## src/rtl/multi_cycle_control.sv

```systemverilog
// multi_cycle_control
// Main control FSM for the 16-bit multi-cycle processor. Sequences fetch,
// decode, execute, memory and write-back for one instruction at a time and
// drives the execute-stage selects (ALUOp, ALUSrcA, ALUSrcB, PCSrc) plus the
// PC / IR / memory / register-file strobes.
// Optional feature macro: CONTROL_BLT_EN -- when defined, opcode 7 is BLT and
// branches on input_negative; when undefined, opcode 7 is an illegal opcode.
// Outputs are decoded from the registered state; the only input-dependent
// terms are the FETCH write enables (mem_ready), the EXEC_R ALUOp (funct),
// the BRANCH PCWrite (live ALU flags) and the DECODE illegal pulse.

module multi_cycle_control #(
    parameter int RETIRE_W = 16
) (
    input  logic                clk,
    input  logic                reset_n,
    input  logic [3:0]          input_opcode,
    input  logic [2:0]          input_funct,
    input  logic                input_Zero,
    input  logic                input_negative,
    input  logic                input_mem_ready,
    output logic [2:0]          output_ALUOp,
    output logic [1:0]          output_ALUSrcA,
    output logic [1:0]          output_ALUSrcB,
    output logic                output_PCSrc,
    output logic                output_PCWrite,
    output logic                output_IRWrite,
    output logic                output_MemRead,
    output logic                output_MemWrite,
    output logic                output_IorD,
    output logic                output_RegWrite,
    output logic                output_MemtoReg,
    output logic                output_RegDst,
    output logic [3:0]          output_state,
    output logic                output_illegal,
    output logic                output_halted,
    output logic [RETIRE_W-1:0] output_retired
);

    // State encodings (fixed; visible on output_state)
    localparam logic [3:0] IDLE      = 4'd0;
    localparam logic [3:0] FETCH     = 4'd1;
    localparam logic [3:0] DECODE    = 4'd2;
    localparam logic [3:0] EXEC_R    = 4'd3;
    localparam logic [3:0] EXEC_I    = 4'd4;
    localparam logic [3:0] ALU_WB    = 4'd5;
    localparam logic [3:0] MEM_ADDR  = 4'd6;
    localparam logic [3:0] MEM_READ  = 4'd7;
    localparam logic [3:0] MEM_WB    = 4'd8;
    localparam logic [3:0] MEM_WRITE = 4'd9;
    localparam logic [3:0] BRANCH    = 4'd10;
    localparam logic [3:0] JUMP      = 4'd11;
    localparam logic [3:0] HALT      = 4'd12;

    // Opcodes
    localparam logic [3:0] OP_R    = 4'd0;
    localparam logic [3:0] OP_ADDI = 4'd1;
    localparam logic [3:0] OP_LW   = 4'd2;
    localparam logic [3:0] OP_SW   = 4'd3;
    localparam logic [3:0] OP_BEQ  = 4'd4;
    localparam logic [3:0] OP_BNE  = 4'd5;
    localparam logic [3:0] OP_J    = 4'd6;
    localparam logic [3:0] OP_BLT  = 4'd7;
    localparam logic [3:0] OP_HALT = 4'd15;

    // ALU operations
    localparam logic [2:0] ALU_ADD = 3'd0;
    localparam logic [2:0] ALU_SUB = 3'd1;

`ifdef CONTROL_BLT_EN
    localparam logic BLT_EN = 1'b1;
`else
    localparam logic BLT_EN = 1'b0;
`endif

    // True for every opcode the machine knows how to execute
    function automatic logic opcode_is_legal(input logic [3:0] op);
        logic legal;
        case (op)
            OP_R, OP_ADDI, OP_LW, OP_SW,
            OP_BEQ, OP_BNE, OP_J, OP_HALT: legal = 1'b1;
            OP_BLT:                        legal = BLT_EN;
            default:                       legal = 1'b0;
        endcase
        return legal;
    endfunction

    logic [3:0]          state_r;
    logic [3:0]          state_nxt_s;
    logic                r_type_r;
    logic [RETIRE_W-1:0] retired_r;
    logic                retire_s;
    logic                illegal_s;
    logic                branch_taken_s;

    // Next-state selection plus the retire and illegal-opcode events
    always_comb begin
        state_nxt_s = state_r;
        retire_s    = 1'b0;
        illegal_s   = 1'b0;
        case (state_r)
            IDLE: state_nxt_s = FETCH;
            FETCH: begin
                if (input_mem_ready) begin
                    state_nxt_s = DECODE;
                end else begin
                    state_nxt_s = FETCH;
                end
            end
            DECODE: begin
                if (!opcode_is_legal(input_opcode)) begin
                    illegal_s   = 1'b1;
                    state_nxt_s = FETCH;
                end else begin
                    case (input_opcode)
                        OP_R:                  state_nxt_s = EXEC_R;
                        OP_ADDI:               state_nxt_s = EXEC_I;
                        OP_LW, OP_SW:          state_nxt_s = MEM_ADDR;
                        OP_BEQ, OP_BNE, OP_BLT: state_nxt_s = BRANCH;
                        OP_J:                  state_nxt_s = JUMP;
                        OP_HALT:               state_nxt_s = HALT;
                        default:               state_nxt_s = FETCH;
                    endcase
                end
            end
            EXEC_R: state_nxt_s = ALU_WB;
            EXEC_I: state_nxt_s = ALU_WB;
            ALU_WB: begin
                retire_s    = 1'b1;
                state_nxt_s = FETCH;
            end
            MEM_ADDR: begin
                if (input_opcode == OP_LW) begin
                    state_nxt_s = MEM_READ;
                end else begin
                    state_nxt_s = MEM_WRITE;
                end
            end
            MEM_READ: begin
                if (input_mem_ready) begin
                    state_nxt_s = MEM_WB;
                end else begin
                    state_nxt_s = MEM_READ;
                end
            end
            MEM_WB: begin
                retire_s    = 1'b1;
                state_nxt_s = FETCH;
            end
            MEM_WRITE: begin
                if (input_mem_ready) begin
                    retire_s    = 1'b1;
                    state_nxt_s = FETCH;
                end else begin
                    state_nxt_s = MEM_WRITE;
                end
            end
            BRANCH: begin
                retire_s    = 1'b1;
                state_nxt_s = FETCH;
            end
            JUMP: begin
                retire_s    = 1'b1;
                state_nxt_s = FETCH;
            end
            HALT: state_nxt_s = HALT;
            // Unreachable encodings fall back to a clean restart
            default: state_nxt_s = IDLE;
        endcase
    end

    // Branch condition evaluated on the live ALU flags of this cycle
    always_comb begin
        case (input_opcode)
            OP_BEQ:  branch_taken_s = input_Zero;
            OP_BNE:  branch_taken_s = !input_Zero;
            OP_BLT:  branch_taken_s = BLT_EN & input_negative;
            default: branch_taken_s = 1'b0;
        endcase
    end

    // State register, R-type latch and retired-instruction counter
    always_ff @(posedge clk or negedge reset_n) begin
        if (!reset_n) begin
            state_r   <= IDLE;
            r_type_r  <= 1'b0;
            retired_r <= '0;
        end else begin
            state_r <= state_nxt_s;
            if (state_r == DECODE) begin
                r_type_r <= (input_opcode == OP_R);
            end
            if (retire_s) begin
                retired_r <= retired_r + {{(RETIRE_W-1){1'b0}}, 1'b1};
            end
        end
    end

    // Per-state decode of datapath selects and strobes
    always_comb begin
        output_ALUOp    = ALU_ADD;
        output_ALUSrcA  = 2'd0;
        output_ALUSrcB  = 2'd0;
        output_PCSrc    = 1'b0;
        output_PCWrite  = 1'b0;
        output_IRWrite  = 1'b0;
        output_MemRead  = 1'b0;
        output_MemWrite = 1'b0;
        output_IorD     = 1'b0;
        output_RegWrite = 1'b0;
        output_MemtoReg = 1'b0;
        output_RegDst   = 1'b0;
        case (state_r)
            FETCH: begin
                output_MemRead = 1'b1;
                output_ALUSrcB = 2'd1;
                output_IRWrite = input_mem_ready;
                output_PCWrite = input_mem_ready;
            end
            DECODE: begin
                output_ALUSrcB = 2'd2;
            end
            EXEC_R: begin
                output_ALUSrcA = 2'd2;
                output_ALUOp   = input_funct;
            end
            EXEC_I, MEM_ADDR: begin
                output_ALUSrcA = 2'd2;
                output_ALUSrcB = 2'd2;
            end
            ALU_WB: begin
                output_RegWrite = 1'b1;
                output_RegDst   = r_type_r;
            end
            MEM_READ: begin
                output_MemRead = 1'b1;
                output_IorD    = 1'b1;
            end
            MEM_WB: begin
                output_RegWrite = 1'b1;
                output_MemtoReg = 1'b1;
            end
            MEM_WRITE: begin
                output_MemWrite = 1'b1;
                output_IorD     = 1'b1;
            end
            BRANCH: begin
                output_ALUSrcA = 2'd2;
                output_ALUOp   = ALU_SUB;
                output_PCSrc   = 1'b1;
                output_PCWrite = branch_taken_s;
            end
            JUMP: begin
                output_ALUSrcA = 2'd3;
                output_ALUSrcB = 2'd3;
                output_PCWrite = 1'b1;
            end
            // IDLE and HALT drive no strobes
            default: begin
                output_ALUOp = ALU_ADD;
            end
        endcase
    end

    assign output_state   = state_r;
    assign output_illegal = illegal_s;
    assign output_halted  = (state_r == HALT);
    assign output_retired = retired_r;

endmodule

```

## config.mk

```make
export PLATFORM = sky130hd
export DESIGN_NAME = multi_cycle_control
export DESIGN_NICKNAME = d
export VERILOG_FILES = /design/src/rtl/multi_cycle_control.sv
export SDC_FILE = /design/constraint.sdc
export NUM_CORES = 1
export LEC_CHECK = 0
export ABC_AREA = 1
export CORE_UTILIZATION = 45
export CTS_CLUSTER_SIZE = 10
export DETAILED_ROUTE_END_ITERATION = 12
export PLACE_DENSITY = 0.78
export SKIP_LAST_GASP = 1
export SLEW_MARGIN = 30
export SYNTH_ARGS = -nofsm -noshare
export SYNTH_HDL_FRONTEND = slang
export SYNTH_SLANG_ARGS = --single-unit
```

## constraint.sdc

```tcl
create_clock -name clk -period 3.15 [get_ports clk]
set_clock_uncertainty 0.05 [all_clocks]
set_input_delay 0.63 -clock clk [delete_from_list [all_inputs] [get_ports clk]]
set_output_delay 0.63 -clock clk [all_outputs]
set_load 0.01 [all_outputs]
```

* Yosys cells after proc, flatten, opt, wreduce, memory -nomap -nowiden *
Memory sizes are Yosys's and may differ from the RTL's.
Index checks and enable logic that the tools add are counted.

word-level totals
  register bits after elaboration = 21
  bits in read-only memories = 80
  output and inout bits = 38
  memories = 2

cells by class
  $add $sub $neg = 1
  equal/unequal tests = 15
  mux-type cells = 24
  reductions and logical operators = 11

memories
  name             words  width  rd ports  clocked after memory_dff  wr ports  RTL line  text
  (no name shown)  16     4      1         0                         0         115       case (input_opcode)
  (no name shown)  16     1      1         0                         0         79        case (op)

operators by type and width
  cell                     number
  $pmux W4 S8              1
  $eq A4 B3 Y1 const B     6
  $eq A4 B4 Y1 const B     5
  $add A16 B1 Y16 const B  1
  $mux W4                  4
  $eq A4 B2 Y1 const B     3
  $mux W1                  12
  $logic_not A4 Y1         2
  $reduce_or A2 Y1         4
  $reduce_or A4 Y1         2
  $pmux W2 S3              1
  $pmux W3 S2              1
  $reduce_or A5 Y1         1
  $eq A4 B1 Y1 const B     1
  $pmux W1 S2              2
  $pmux W2 S2              1
  $pmux W1 S3              1
  $reduce_or A3 Y1         1
  $mux W2                  1
  $logic_not A1 Y1         1

* Depth between registers and ports, before layout *
  depth in word-level cells = 4
  mapped depth = 9

* Worst setup path after synthesis *
No wires, ideal clock.

  path type = flip-flop to output port
  from = register state_r[1] (netlist: output_state[1])
  to = output output_PCWrite
  data arrival time = 1,173 ps
  data required time = 2,470 ps
  path slack = 1,297 ps
  stages on the path, launching flop included = 7
  path buffers = 0
  path through = dfrtp_1 inv_1 nor2_1 inv_1 nor2_1 nand4_1 nand3_1

between the ends
  longest elaborated chain between the ends = 2
  elaborated cells between the ends (all ways) = 4
  classes of those cells = eq/ne: 3; mux: 1

ends and longest elaborated chain
  what                                                 RTL line  text
  start, declared                                      88        logic [3:0] state_r;
  start signal, assigned                               189       state_r <= state_nxt_s;
  $eq A4 B4 Y1 / $eq A4 B1 Y1 (equally long branches)  213       case (state_r)
  $pmux W1 S3 *                                        213
  end, declared                                        26        output logic output_PCWrite,

Every way passes the cells marked *; elsewhere a longest branch is shown, timed or not.

* Worst setup path after layout *
  from = input input_opcode[2]
  to = output output_illegal

between the ends
  longest elaborated chain between the ends = 4

ends and longest elaborated chain
  what             RTL line  text
  start, declared  17        input logic [3:0] input_opcode,
  $mem_v2 Z16 W1   n/a
  $mux W1          101       case (state_r)
  $mux W1          111       if (!opcode_is_legal(input_opcode)) begin
  $mux W1          101
  end, declared    35        output logic output_illegal,

No other way between the ends. The select of a mux whose other input is x is not followed.

==> impl_metrics.toml <==
[cts]
cts-buffers-inserted = 3
cts_num_sinks = 21
clock_tree.htree_level_count = 1
cts_root_buffer = "clkbuf_4"
cts_max_path_buffers = 2
count_of_cells_resized_by_post_cts_repair = 0
post_cts_buffers = 0
cts_hold_buf = 0
tritoncts_clock_tree = "done"
clkTransAtPathRegs_ns = 0.10
clock_latency_ns = 0.31

[global_routing]
gr-usage-all-layers_pct = 20.94
use_met3_pct = 4.348
first_global_vias = 1361
grt_util_met2_pct = 33.03
largest_net_degree_at_the_start_of_global_routing = 28
grt_pass1_wl_microns = 5851
globalRoute.busiestLayer = "met2"
overflow_after_grt = 0
grt_antenna_before_repair = 0
grt_util_met1_pct = 29.18

[sta]
finalSetupTns_ns = 0
relSlewSlack_pct = 72.68
setup-violations-final = 0
worstMarginPinSlew_ns = 0.4066
maxSlewViolCount = 0
grt_setup_unrepaired = "no"
finalHoldViolCount = 0
fmax_mhz = 346.2
final.period_utilization_pct = 91.69
final_period_minus_worst_setup_slack_ns = 2.888

[die]
dieHeight_microns = 61.94
die_boundary_width_microns = 61.94
initial_cell_density_of_the_core_pct = 47.69
boundaryPins = 50
die-area_sq_mm = 0.003836
design.core.area_sq_mm = 0.003390
row_count = 21

[detailed_routing]
drc = 0
first_iter_violations = 81
route.vias.total = 1694
post_route_wl_microns = 3736
detail-route-antenna-nets = 0
wire_per_inst_microns = 10.92
detailedRoute.firstPassIterationCount = 4
number_of_vias_per_cell = 4.953

[yosys]
yosysSeqAreaShare_pct = 32.51
synthesis.area_per_instance_sq_um = 6.598
ys_seq_elements = 21
netlist_instances = 245
synthDistinctLibCells = 26
syn_area_sq_mm = 0.001617
yosys-top-cells-area = "dfrtp_1 (33%), nand2_1 (18%), inv_1 (8.6%)"
post-synth-top-area-fraction_pct = 32.51
synth_warnings = 0
largest_area_contributor_in_the_netlist = "dfrtp_1"
synth_fp_nets = 258

[job]
cap_viol_max_count = 0

[critical_path]
worstPathArrival_ns = 2.21
worst_setup_path_start_kind = "input pin"
crit_fanout = 6
worst_setup_path_class = "input pin to output port"
timing.critical_path.to_type = "output port"
worstPathRequired_ns = 2.47

[layout]
finalNetCount = 310
final_layout_size_suffix_gt1_share_pct = 8.446
layout.cells.most_common_list = "nand2_1 (79), clkdlybuf4s50_1 (48), inv_1 (37), nor2_1 (33), dfrtp_1 (21)"
antenna-diode-count = 0
area_growth_syn_to_layout_pct = 33.75
final_common_cell = "nand2_1"

[power]
powerDensity_mw_per_mm2 = 571.5
vdd.ir_drop.worst_mv = 0.3774
report.power.total_mw = 1.236
total_leakage_power_nw = 0.9785

[outcome]
run_status = "finished clean"

[worst_hold_path]
min-delay-path-class = "flop to flop"

[place]
buffer_ports.inserted = 48
routability_congestion_estimate = 0.9055
detailedPlacementHpwl_microns = 3029
cell type report:
cell class	instances	area [sq um]
Fill cell	301	1227
Multi-Input combinational cell	183	918.4
Sequential cell	21	525.5
Timing Repair Buffer	49	488.0
Inverter	39	146.4
Tap cell	46	57.56
Clock buffer	4	26.28
path summary, 6_finish.rpt:
path | from | endpoint | slack [ns] | cells after the start
min in group asynchronous | reset_n | output_retired[11]$_DFFE_PN0P_ | 0.59 | 2
worst min register to register | r_type_r$_DFFE_PN0P_ | r_type_r$_DFFE_PN0P_ | 0.44 | 2
worst min-delay path | r_type_r$_DFFE_PN0P_ | r_type_r$_DFFE_PN0P_ | 0.44 | 2
max in group asynchronous | reset_n | output_state[3]$_DFF_PN0_ | 2.24 | 2
worst max register to register | output_retired[0]$_DFFE_PN0P_ | output_retired[10]$_DFFE_PN0P_ | 1.42 | 8
worst max-delay path | input_opcode[2] | output_illegal | 0.26 | 8
logic make-up after synthesis:
| family | after synthesis | synth area share [%] |
|---|---|---|
| AOI/OAI and AO/OA | 22 | 8.824 |
| buffers and inverters | 41 | 10.68 |
| and+or+nand+nor | 155 | 44.50 |
| DFF | 21 | 32.51 |
| xor gates and xnor gates | 5 | 2.709 |
| adders and majority gates | 1 | 0.7739 |
Yosys cell counts, drive strengths merged:
master / n
nand4: 13
nand3b: 2
inv: 39
nand3: 18
o211ai: 1
ha: 1
nor2: 38
xor2: 4
a21oi: 2
nor3: 1
buf: 2
nand2: 83
o21ai: 19
dfrtp: 21
xnor2: 1
registers in the layout (all words and copies together) (netlist names):
name,count
output_state,4
output_retired,16
r_type_r,1
power by group:
group	internal, mW	total (mW)	switching (mW)
clock	0.0495	0.131	0.0811
combinational	0.320	0.719	0.398
sequential	0.320	0.386	0.0668
through the flow:
step | std cells | hold WS [ns] | utilization [%] | instance area [sq um] | worst slack [ns]
after floorplan | 245 | 0.2844 | - | 1617 | 1.297
after global placement | 338 | 0.4197 | 63.01 | 2136 | 0.2913
after detailed placement | 338 | 0.4245 | 63.01 | 2136 | 0.2645
after CTS | 342 | 0.4511 | 63.79 | 2162 | 0.2585
after global routing | 342 | 0.4889 | 63.79 | 2162 | 0.1587
final | 342 | 0.4441 | 63.79 | 2162 | 0.2617
critical path, stage by stage:
cell and delay, ns:
clkdlybuf4s50_1 0.55, nand3_1 0.14, nand2_1 0.09, inv_1 0.06, nor2_1 0.08, nand2_1 0.07
inv_1 0.06, clkdlybuf4s50_1 0.52
routing by layer:
layer  up-vias  wire [microns]
met2        36            1782
met3         4             145
met1       769            1765
met5         -               0
met4         0              42
li1        885               -
(Power assumes the default switching activity.)
